## config.mk

```make
export PLATFORM = sky130hd
export DESIGN_NAME = rot_tile_scheduler
export DESIGN_NICKNAME = d
export VERILOG_FILES = /design/src/rtl/rot_pkg.sv /design/src/rtl/rot_dst_addr.sv /design/src/rtl/rot_tile_scheduler.sv
export SDC_FILE = /design/constraint.sdc
export NUM_CORES = 2
export LEC_CHECK = 0
export CAP_MARGIN = 25
export CORE_MARGIN = 4
export CORE_UTILIZATION = 58
export DETAILED_ROUTE_END_ITERATION = 10
export PLACE_DENSITY = 0.78
export REMOVE_ABC_BUFFERS = 1
export SLEW_MARGIN = 20
export SYNTH_ARGS = -nofsm -noshare
export SYNTH_HDL_FRONTEND = slang
export SYNTH_SLANG_ARGS = --single-unit
```

## constraint.sdc

```tcl
create_clock -name I_HCLK -period 15.54 [get_ports I_HCLK]
set_input_delay 3.885 -clock I_HCLK [delete_from_list [all_inputs] [get_ports I_HCLK]]
set_output_delay 3.885 -clock I_HCLK [all_outputs]
set_load 0.01 [all_outputs]
```

## src/rtl/rot_pkg.sv

```systemverilog
// Shared definitions for the rotation engine: tile geometry, pixel size,
// rotation mode encoding and the scheduler state type.
package rot_pkg;

  localparam int TILE      = 4;
  localparam int TILE_LOG2 = $clog2(TILE);
  localparam int BPP_LOG2  = 2;

  localparam logic [1:0] DEG_0   = 2'b00;
  localparam logic [1:0] DEG_90  = 2'b01;
  localparam logic [1:0] DEG_180 = 2'b10;
  localparam logic [1:0] DEG_270 = 2'b11;

  typedef enum logic [3:0] {
    IDLE,
    CHECK,
    RD_REQ,
    RD_WAIT,
    CORE,
    WR_REQ,
    WR_WAIT,
    NEXT,
    FIN
  } state_t;

  // Counter-clockwise turns a quarter turn one way into the other way.
  function automatic logic [1:0] eff_mode(input logic [1:0] degrees, input logic direction);
    return (direction && degrees[0]) ? {~degrees[1], degrees[0]} : degrees;
  endfunction

endpackage

```

## src/rtl/rot_dst_addr.sv

```systemverilog
// Registered destination-address stage: maps the current source tile and row
// to the byte address of the matching row in the rotated destination tile.
module rot_dst_addr
  import rot_pkg::*;
#(
  parameter int ADDR_W = 32,
  parameter int DIM_W  = 16
) (
  input  logic                 clock,
  input  logic                 reset,
  input  logic [1:0]           mode,
  input  logic [DIM_W-1:0]     tx,
  input  logic [DIM_W-1:0]     ty,
  input  logic [TILE_LOG2-1:0] row,
  input  logic [DIM_W-1:0]     tw,
  input  logic [DIM_W-1:0]     th,
  input  logic [DIM_W-1:0]     width,
  input  logic [DIM_W-1:0]     height,
  input  logic [ADDR_W-1:0]    dst_base,
  output logic [ADDR_W-1:0]    addr
);

  logic [DIM_W-1:0]  dx;
  logic [DIM_W-1:0]  dy;
  logic [DIM_W-1:0]  pitch;
  logic [ADDR_W-1:0] pix;

  always_comb begin
    dx    = tx;
    dy    = ty;
    pitch = width;
    case (mode)
      DEG_90: begin
        dx    = th - DIM_W'(1) - ty;
        dy    = tx;
        pitch = height;
      end
      DEG_180: begin
        dx    = tw - DIM_W'(1) - tx;
        dy    = th - DIM_W'(1) - ty;
        pitch = width;
      end
      DEG_270: begin
        dx    = ty;
        dy    = tw - DIM_W'(1) - tx;
        pitch = height;
      end
      default: ;
    endcase
    pix = ((ADDR_W'(dy) << TILE_LOG2) + ADDR_W'(row)) * ADDR_W'(pitch)
        + (ADDR_W'(dx) << TILE_LOG2);
  end

  always_ff @(posedge clock) begin
    if (reset) addr <= '0;
    else       addr <= dst_base + (pix << BPP_LOG2);
  end

endmodule

```

## src/rtl/rot_tile_scheduler.sv

```systemverilog
// Tile-by-tile sequencer for the rotation datapath: issues row-burst reads,
// kicks the pixel core, then issues row-burst writes into the rotated tile.
module rot_tile_scheduler
  import rot_pkg::*;
#(
  parameter int ADDR_W = 32,
  parameter int DIM_W  = 16
) (
  input  logic                 I_HCLK,
  input  logic                 I_HRESET,
  input  logic                 I_START,
  input  logic                 I_ABORT,
  input  logic [ADDR_W-1:0]    I_SRC_BASE,
  input  logic [ADDR_W-1:0]    I_DST_BASE,
  input  logic [DIM_W-1:0]     I_WIDTH,
  input  logic [DIM_W-1:0]     I_HEIGHT,
  input  logic [1:0]           I_DEGREES,
  input  logic                 I_DIRECTION,
  output logic                 O_DMA_REQ,
  output logic [ADDR_W-1:0]    O_DMA_ADDR,
  output logic                 O_DMA_WRITE,
  output logic [TILE_LOG2-1:0] O_DMA_ROW,
  input  logic                 I_DMA_ACK,
  input  logic                 I_DMA_DONE,
  output logic                 O_CORE_START,
  input  logic                 I_CORE_DONE,
  output logic                 O_BUSY,
  output logic                 O_DONE,
  output logic                 O_ERR
);

  state_t               state_q;
  logic [ADDR_W-1:0]    src_q;
  logic [ADDR_W-1:0]    dst_q;
  logic [DIM_W-1:0]     w_q;
  logic [DIM_W-1:0]     h_q;
  logic [DIM_W-1:0]     tw_q;
  logic [DIM_W-1:0]     th_q;
  logic [DIM_W-1:0]     tx_q;
  logic [DIM_W-1:0]     ty_q;
  logic [1:0]           mode_q;
  logic [TILE_LOG2-1:0] row_q;
  logic [TILE_LOG2-1:0] dst_row;
  logic [ADDR_W-1:0]    wr_addr;
  logic                 dims_bad;
  logic                 tx_wrap;
  logic                 last_tile;
  logic [DIM_W-1:0]     tx_inc;
  logic [DIM_W-1:0]     ty_inc;
  logic [DIM_W-1:0]     tx_nxt;
  logic [DIM_W-1:0]     ty_nxt;

  function automatic logic [ADDR_W-1:0] rd_addr(input logic [ADDR_W-1:0] base,
                                                input logic [DIM_W-1:0] width,
                                                input logic [DIM_W-1:0] tx,
                                                input logic [DIM_W-1:0] ty,
                                                input logic [TILE_LOG2-1:0] row);
    logic [ADDR_W-1:0] pix;
    pix = ((ADDR_W'(ty) << TILE_LOG2) + ADDR_W'(row)) * ADDR_W'(width)
        + (ADDR_W'(tx) << TILE_LOG2);
    return base + (pix << BPP_LOG2);
  endfunction

  // The destination stage is fed the row the FSM is about to move to, so its
  // registered address is ready on the first WR_REQ cycle.
  always_comb begin
    dims_bad  = (w_q == '0) || (h_q == '0) ||
                (w_q[TILE_LOG2-1:0] != '0) || (h_q[TILE_LOG2-1:0] != '0);
    tx_inc    = tx_q + DIM_W'(1);
    ty_inc    = ty_q + DIM_W'(1);
    tx_wrap   = (tx_inc == tw_q);
    tx_nxt    = tx_wrap ? '0 : tx_inc;
    ty_nxt    = tx_wrap ? ty_inc : ty_q;
    last_tile = tx_wrap && (ty_inc == th_q);
    dst_row   = (state_q == WR_WAIT && I_DMA_DONE) ? row_q + TILE_LOG2'(1) : row_q;
  end

  rot_dst_addr #(.ADDR_W(ADDR_W), .DIM_W(DIM_W)) u_dst_addr (
    .clock    (I_HCLK),
    .reset    (I_HRESET),
    .mode     (mode_q),
    .tx       (tx_q),
    .ty       (ty_q),
    .row      (dst_row),
    .tw       (tw_q),
    .th       (th_q),
    .width    (w_q),
    .height   (h_q),
    .dst_base (dst_q),
    .addr     (wr_addr)
  );

  always_ff @(posedge I_HCLK) begin
    if (I_HRESET) begin
      state_q      <= IDLE;
      src_q        <= '0;
      dst_q        <= '0;
      w_q          <= '0;
      h_q          <= '0;
      tw_q         <= '0;
      th_q         <= '0;
      tx_q         <= '0;
      ty_q         <= '0;
      mode_q       <= DEG_0;
      row_q        <= '0;
      O_DMA_REQ    <= 1'b0;
      O_DMA_ADDR   <= '0;
      O_DMA_WRITE  <= 1'b0;
      O_DMA_ROW    <= '0;
      O_CORE_START <= 1'b0;
      O_BUSY       <= 1'b0;
      O_DONE       <= 1'b0;
      O_ERR        <= 1'b0;
    end else if (I_ABORT) begin
      state_q      <= IDLE;
      O_DMA_REQ    <= 1'b0;
      O_CORE_START <= 1'b0;
      O_BUSY       <= 1'b0;
      O_DONE       <= 1'b0;
    end else begin
      O_CORE_START <= 1'b0;
      O_DONE       <= 1'b0;
      case (state_q)
        IDLE: if (I_START) begin
          src_q   <= I_SRC_BASE;
          dst_q   <= I_DST_BASE;
          w_q     <= I_WIDTH;
          h_q     <= I_HEIGHT;
          mode_q  <= eff_mode(I_DEGREES, I_DIRECTION);
          O_BUSY  <= 1'b1;
          O_ERR   <= 1'b0;
          state_q <= CHECK;
        end
        CHECK: if (dims_bad) begin
          O_ERR   <= 1'b1;
          O_BUSY  <= 1'b0;
          state_q <= IDLE;
        end else begin
          tw_q        <= w_q >> TILE_LOG2;
          th_q        <= h_q >> TILE_LOG2;
          tx_q        <= '0;
          ty_q        <= '0;
          row_q       <= '0;
          O_DMA_REQ   <= 1'b1;
          O_DMA_WRITE <= 1'b0;
          O_DMA_ROW   <= '0;
          O_DMA_ADDR  <= rd_addr(src_q, w_q, '0, '0, '0);
          state_q     <= RD_REQ;
        end
        RD_REQ: if (O_DMA_REQ && I_DMA_ACK) begin
          O_DMA_REQ <= 1'b0;
          state_q   <= RD_WAIT;
        end
        RD_WAIT: if (I_DMA_DONE) begin
          row_q <= row_q + TILE_LOG2'(1);
          if (row_q == TILE_LOG2'(TILE - 1)) begin
            O_CORE_START <= 1'b1;
            state_q      <= CORE;
          end else begin
            O_DMA_REQ   <= 1'b1;
            O_DMA_WRITE <= 1'b0;
            O_DMA_ROW   <= row_q + TILE_LOG2'(1);
            O_DMA_ADDR  <= rd_addr(src_q, w_q, tx_q, ty_q, row_q + TILE_LOG2'(1));
            state_q     <= RD_REQ;
          end
        end
        CORE: if (I_CORE_DONE) begin
          row_q   <= '0;
          state_q <= WR_REQ;
        end
        // First WR_REQ cycle only loads the freshly computed address.
        WR_REQ: if (!O_DMA_REQ) begin
          O_DMA_REQ   <= 1'b1;
          O_DMA_WRITE <= 1'b1;
          O_DMA_ROW   <= row_q;
          O_DMA_ADDR  <= wr_addr;
        end else if (I_DMA_ACK) begin
          O_DMA_REQ <= 1'b0;
          state_q   <= WR_WAIT;
        end
        WR_WAIT: if (I_DMA_DONE) begin
          row_q   <= row_q + TILE_LOG2'(1);
          state_q <= (row_q == TILE_LOG2'(TILE - 1)) ? NEXT : WR_REQ;
        end
        NEXT: if (last_tile) begin
          state_q <= FIN;
        end else begin
          tx_q        <= tx_nxt;
          ty_q        <= ty_nxt;
          row_q       <= '0;
          O_DMA_REQ   <= 1'b1;
          O_DMA_WRITE <= 1'b0;
          O_DMA_ROW   <= '0;
          O_DMA_ADDR  <= rd_addr(src_q, w_q, tx_nxt, ty_nxt, '0);
          state_q     <= RD_REQ;
        end
        FIN: begin
          O_DONE  <= 1'b1;
          O_BUSY  <= 1'b0;
          state_q <= IDLE;
        end
        default: state_q <= IDLE;
      endcase
    end
  end

endmodule

```

==> impl_results.md <==
- Largest family of logic cells by synthesized area: adder cells
- WHS: 0.450 ns
- Grt ovf: 0
- Worst Setup End Kind: flop
- Clock Tree Buf Depth: 3
- Status: finished clean
- Synth Register Bits: about 240
- Complex-gate fraction of the synthesized area: 0.112
- Buffers & Inverters on Critical Path: 5
- Initial Util: 0.586
- Number of setup violations in the final report: 0
- DRC: 0
- Initial antenna violation count: 6
- Clock Latency Late Sink: about 0.60 ns
- DR pass1 iterations: 6
- Clock-pin slew on the worst setup and hold paths: around 0.060 ns
- Hold buffers post-CTS: 0
- Adder-cell area share of the yosys netlist: 0.406
- PD cells: 40.4 nW/µm²
- RSZ-0062 raised after global routing: no
- Ratio of final minimum period to clock period: 0.818
- Seq/Total Area, Yosys: 0.106
- Setup TNS Final: 0 ns
- Worst-path fanout max: 16
- Leakage: 21.6 nW
- Hold endpoint: dst_q[0]$_SDFFE_PP0P_
- All-Layer GR Usage: 0.349
- Vias: 38800
- FFs w/ async S/R, synth: 0
- Simple-gate share of the synthesized area: 0.193
- I/O pin count: 146
- Routed wire length: ~140000 µm
- Place WS: roughly 2.7 ns
- CTS Root Cell: clkbuf_16
- Worst slew margin: 0.224
- Crit path DAT: between 10 and 15 ns
- Max Freq: between 0.07 and 0.08 GHz
- Post-synth EDFFs: 0
- Vias per inst: ~6
- Layout cells sized above 1: 0.0403
- H-tree depth: 1
- Maxcap violations: 0
- Min setup slack post-route: 2.83 ns
- Die Ht: about 290 µm
- First-pass GRT wire length: between 200000 and 250000 µm
- Antenna-violating nets left: 0
- Most frequent CP cell: fa_1
- Required time worst endpoint: about 16 ns
- Post-DP HPWL: 110000 µm
- Cell count after synthesis: around 5400
- CTS tree: built
- PostCTS Resize Cnt: 0
- XOR/XNOR Fraction of Synth Area: 0.0564
- Worst Skew: roughly 0.026 ns
- Yosys top cell by area: fa_1
- Core box area: between 70000 and 80000 µm²
- # placed instances: about 6400
- Max Slew Vio Count: 0
- Worst Tran Pin Value: 1.16 ns
- CP startpoint kind: flop
- Fin crit period: 12.71 ns
- Largest stage delay on the critical path: between 0.8 and 0.9 ns
- Non-filler cells, final: about 6400
- IO buf count: between 100 and 150
- Worst Reg-to-Reg Cells: 41
- Crit path max-delay cell type: nor4_1
- Routability cong.: between 1 and 1.5
- Largest net degree at the start of global routing: 89
- Worst min-delay path category: flop to flop
- Distinct cells, synth: 85
- Core Rows: 101
- Initial DRC count: between 4000 and 5000
- WL per Instance: 22.1 µm
- Total CTS buffers: 28
- Syn_area_per_cell: about 8.2 µm²
- Full die area: 81400 µm²
- Hold path depth: 2
- Synth top area cells: fa_1, ha_1, dfxtp_1
- Synthesized area: 44600 µm²
- Top-area cell type share of the netlist area: 0.297
- R2R setup slack: roughly 2.8 ns
- Launch point of the worst reg-to-reg path: tx_q[6]$_SDFFE_PP0P_
- Sink Count: approximately 240
- Die W: 285 µm
- Vias in the first global route: ~39000
- Worst Path Class, Setup: flop to flop
- Hold_sp: dst_q[0]$_SDFFE_PP0P_
- Final Hold Vio Count: 0
- CP top delay family: adder cells
- Setup bufs post-CTS: 0
- Layout area overhead: 7.46%
- Worst Setup SP: tx_q[6]$_SDFFE_PP0P_
- Ys Warns: 0
- Max IR drop VDD: between 0.08 and 0.09 mV
- Post-synthesis mux area share: 0.0296
- Leading register cell type out of synthesis: dfxtp_1
- Nets: between 6000 and 7000
- Worst reg2reg endpoint: O_DMA_ADDR[28]$_SDFFE_PP0P_
## Yosys cell counts (7+ instances only)
cell,instances
a22oi_1,10
and3_1,20
nand3_1,57
ha_1,389
nand3b_1,13
o31ai_1,13
nor3_1,75
buf_1,17
a211oi_1,35
xnor2_1,192
mux4_2,24
nand2_1,850
o31a_1,9
mux2_2,20
o211a_1,8
a31oi_1,26
nand4_1,26
dfxtp_1,236
nor2b_1,98
fa_1,661
or4_1,10
a21oi_1,283
or2_2,10
a21o_1,54
o21bai_1,22
buf_2,7
o21ai_0,121
or3_1,31
and4_1,8
and2_1,240
a222oi_1,18
a2111oi_0,7
clkbuf_1,253
nor4_1,29
inv_1,870
nand2b_1,46
xor2_1,82
mux2i_1,50
o21a_1,37
a221oi_1,13
a311oi_1,19
nor2_1,299
nor3b_1,7
o211ai_1,20
## flip-flops by register name, summed over array words and instances, names as in the netlist, 16 cells and up
register	count
O_DMA_ADDR	32
w_q	16
tx_q	16
u_dst_addr.addr	32
src_q	32
h_q	16
ty_q	16
dst_q	32
## cell type report
| type | count | area [µm²] |
|---|---|---|
| repair buffers | 219 | 2020 |
| diodes | 4 | 10.0 |
| fillers | 6532 | 28200 |
| clock inverters | 19 | 196 |
| well taps | 1030 | 1290 |
| flip-flops and latches | 236 | 4730 |
| inverters | 872 | 3270 |
| clock buffers | 33 | 749 |
| multi-input cells | 4035 | 35600 |
## kinds of logic after synthesis
group	Yosys count
buf+inv	1150
simple gates	1839
fa+ha+maj	1050
mux	96
flops	236
xor+xnor	279
compound gates	771
## worst min-delay path: cells and delay by family, from the launching register on
| kind | cells | cell delay, ns |
|---|---|---|
| simple gates | 1 | 0.05 |
| compound gates | 1 | 0.05 |
| flops | 1 | 0.30 |
## metal layers
layer / GRT usage / vias up / wire length [µm] / share of wire
li1: - / 17300 / - / -
met1: 0.449 / 18900 / 54200 / 0.38
met2: 0.561 / 2042 / 64600 / 0.45
met3: 0.0925 / 488 / 16400 / 0.11
met4: 0.145 / 8 / 7390 / 0.052
met5: 0 / - / 57 / 0.00040
## how the worst max path moves through the flow
stage	end	cells after the start
floorplan	O_DMA_ADDR[31]$_SDFFE_PP0P_	8
global placement	u_dst_addr.addr[31]$_SDFF_PP0_	37
detailed placement	u_dst_addr.addr[31]$_SDFF_PP0_	37
CTS	O_DMA_ADDR[31]$_SDFFE_PP0P_	40
global route	O_DMA_ADDR[29]$_SDFFE_PP0P_	42
finish	O_DMA_ADDR[28]$_SDFFE_PP0P_	41
## where the power goes
| group | leakage (nW) | switching (mW) | internal (mW) |
|---|---|---|---|
| clock | 0.460 | 0.305 | 0.384 |
| combinational | 19.2 | 0.366 | 0.215 |
| sequential | 1.92 | 0.0295 | 0.638 |
| total | 21.6 | 0.701 | 1.24 |
## cell usage in the layout, fill, tap and decap left out, drive strengths merged, types with 18 or more instances in the layout
cell type / n
nor4: 31
nand3: 57
a222oi: 18
a211oi: 35
o21bai: 22
xnor2: 192
and2: 240
clkdlybuf4s50: 144
buf: 74
xor2: 82
nand4: 26
clkbuf: 34
o211ai: 20
dfxtp: 236
nor2b: 98
o21ai: 121
a311oi: 19
a31oi: 26
fa: 661
o21a: 37
nand2: 850
mux2i: 50
inv: 874
or3: 32
nor2: 299
a21oi: 283
mux4: 26
a21o: 54
ha: 389
and3: 20
nand2b: 46
nor3: 76
mux2: 20
## stage by stage
| stage | utilization | total power [mW] | cell area [µm²] |
|---|---|---|---|
| 3_5_place_dp | 0.617 | 1.24 | 46900 |
| 3_3_place_gp | 0.616 | 1.24 | 46900 |
| 6_report | 0.630 | 1.94 | 47900 |
| 4_1_cts | 0.629 | 1.93 | 47900 |
| 2_1_floorplan | - | 1.02 | 43500 |
| 5_1_grt | 0.630 | 2.01 | 47900 |
Note: power is estimated with default switching activity, not from simulation.
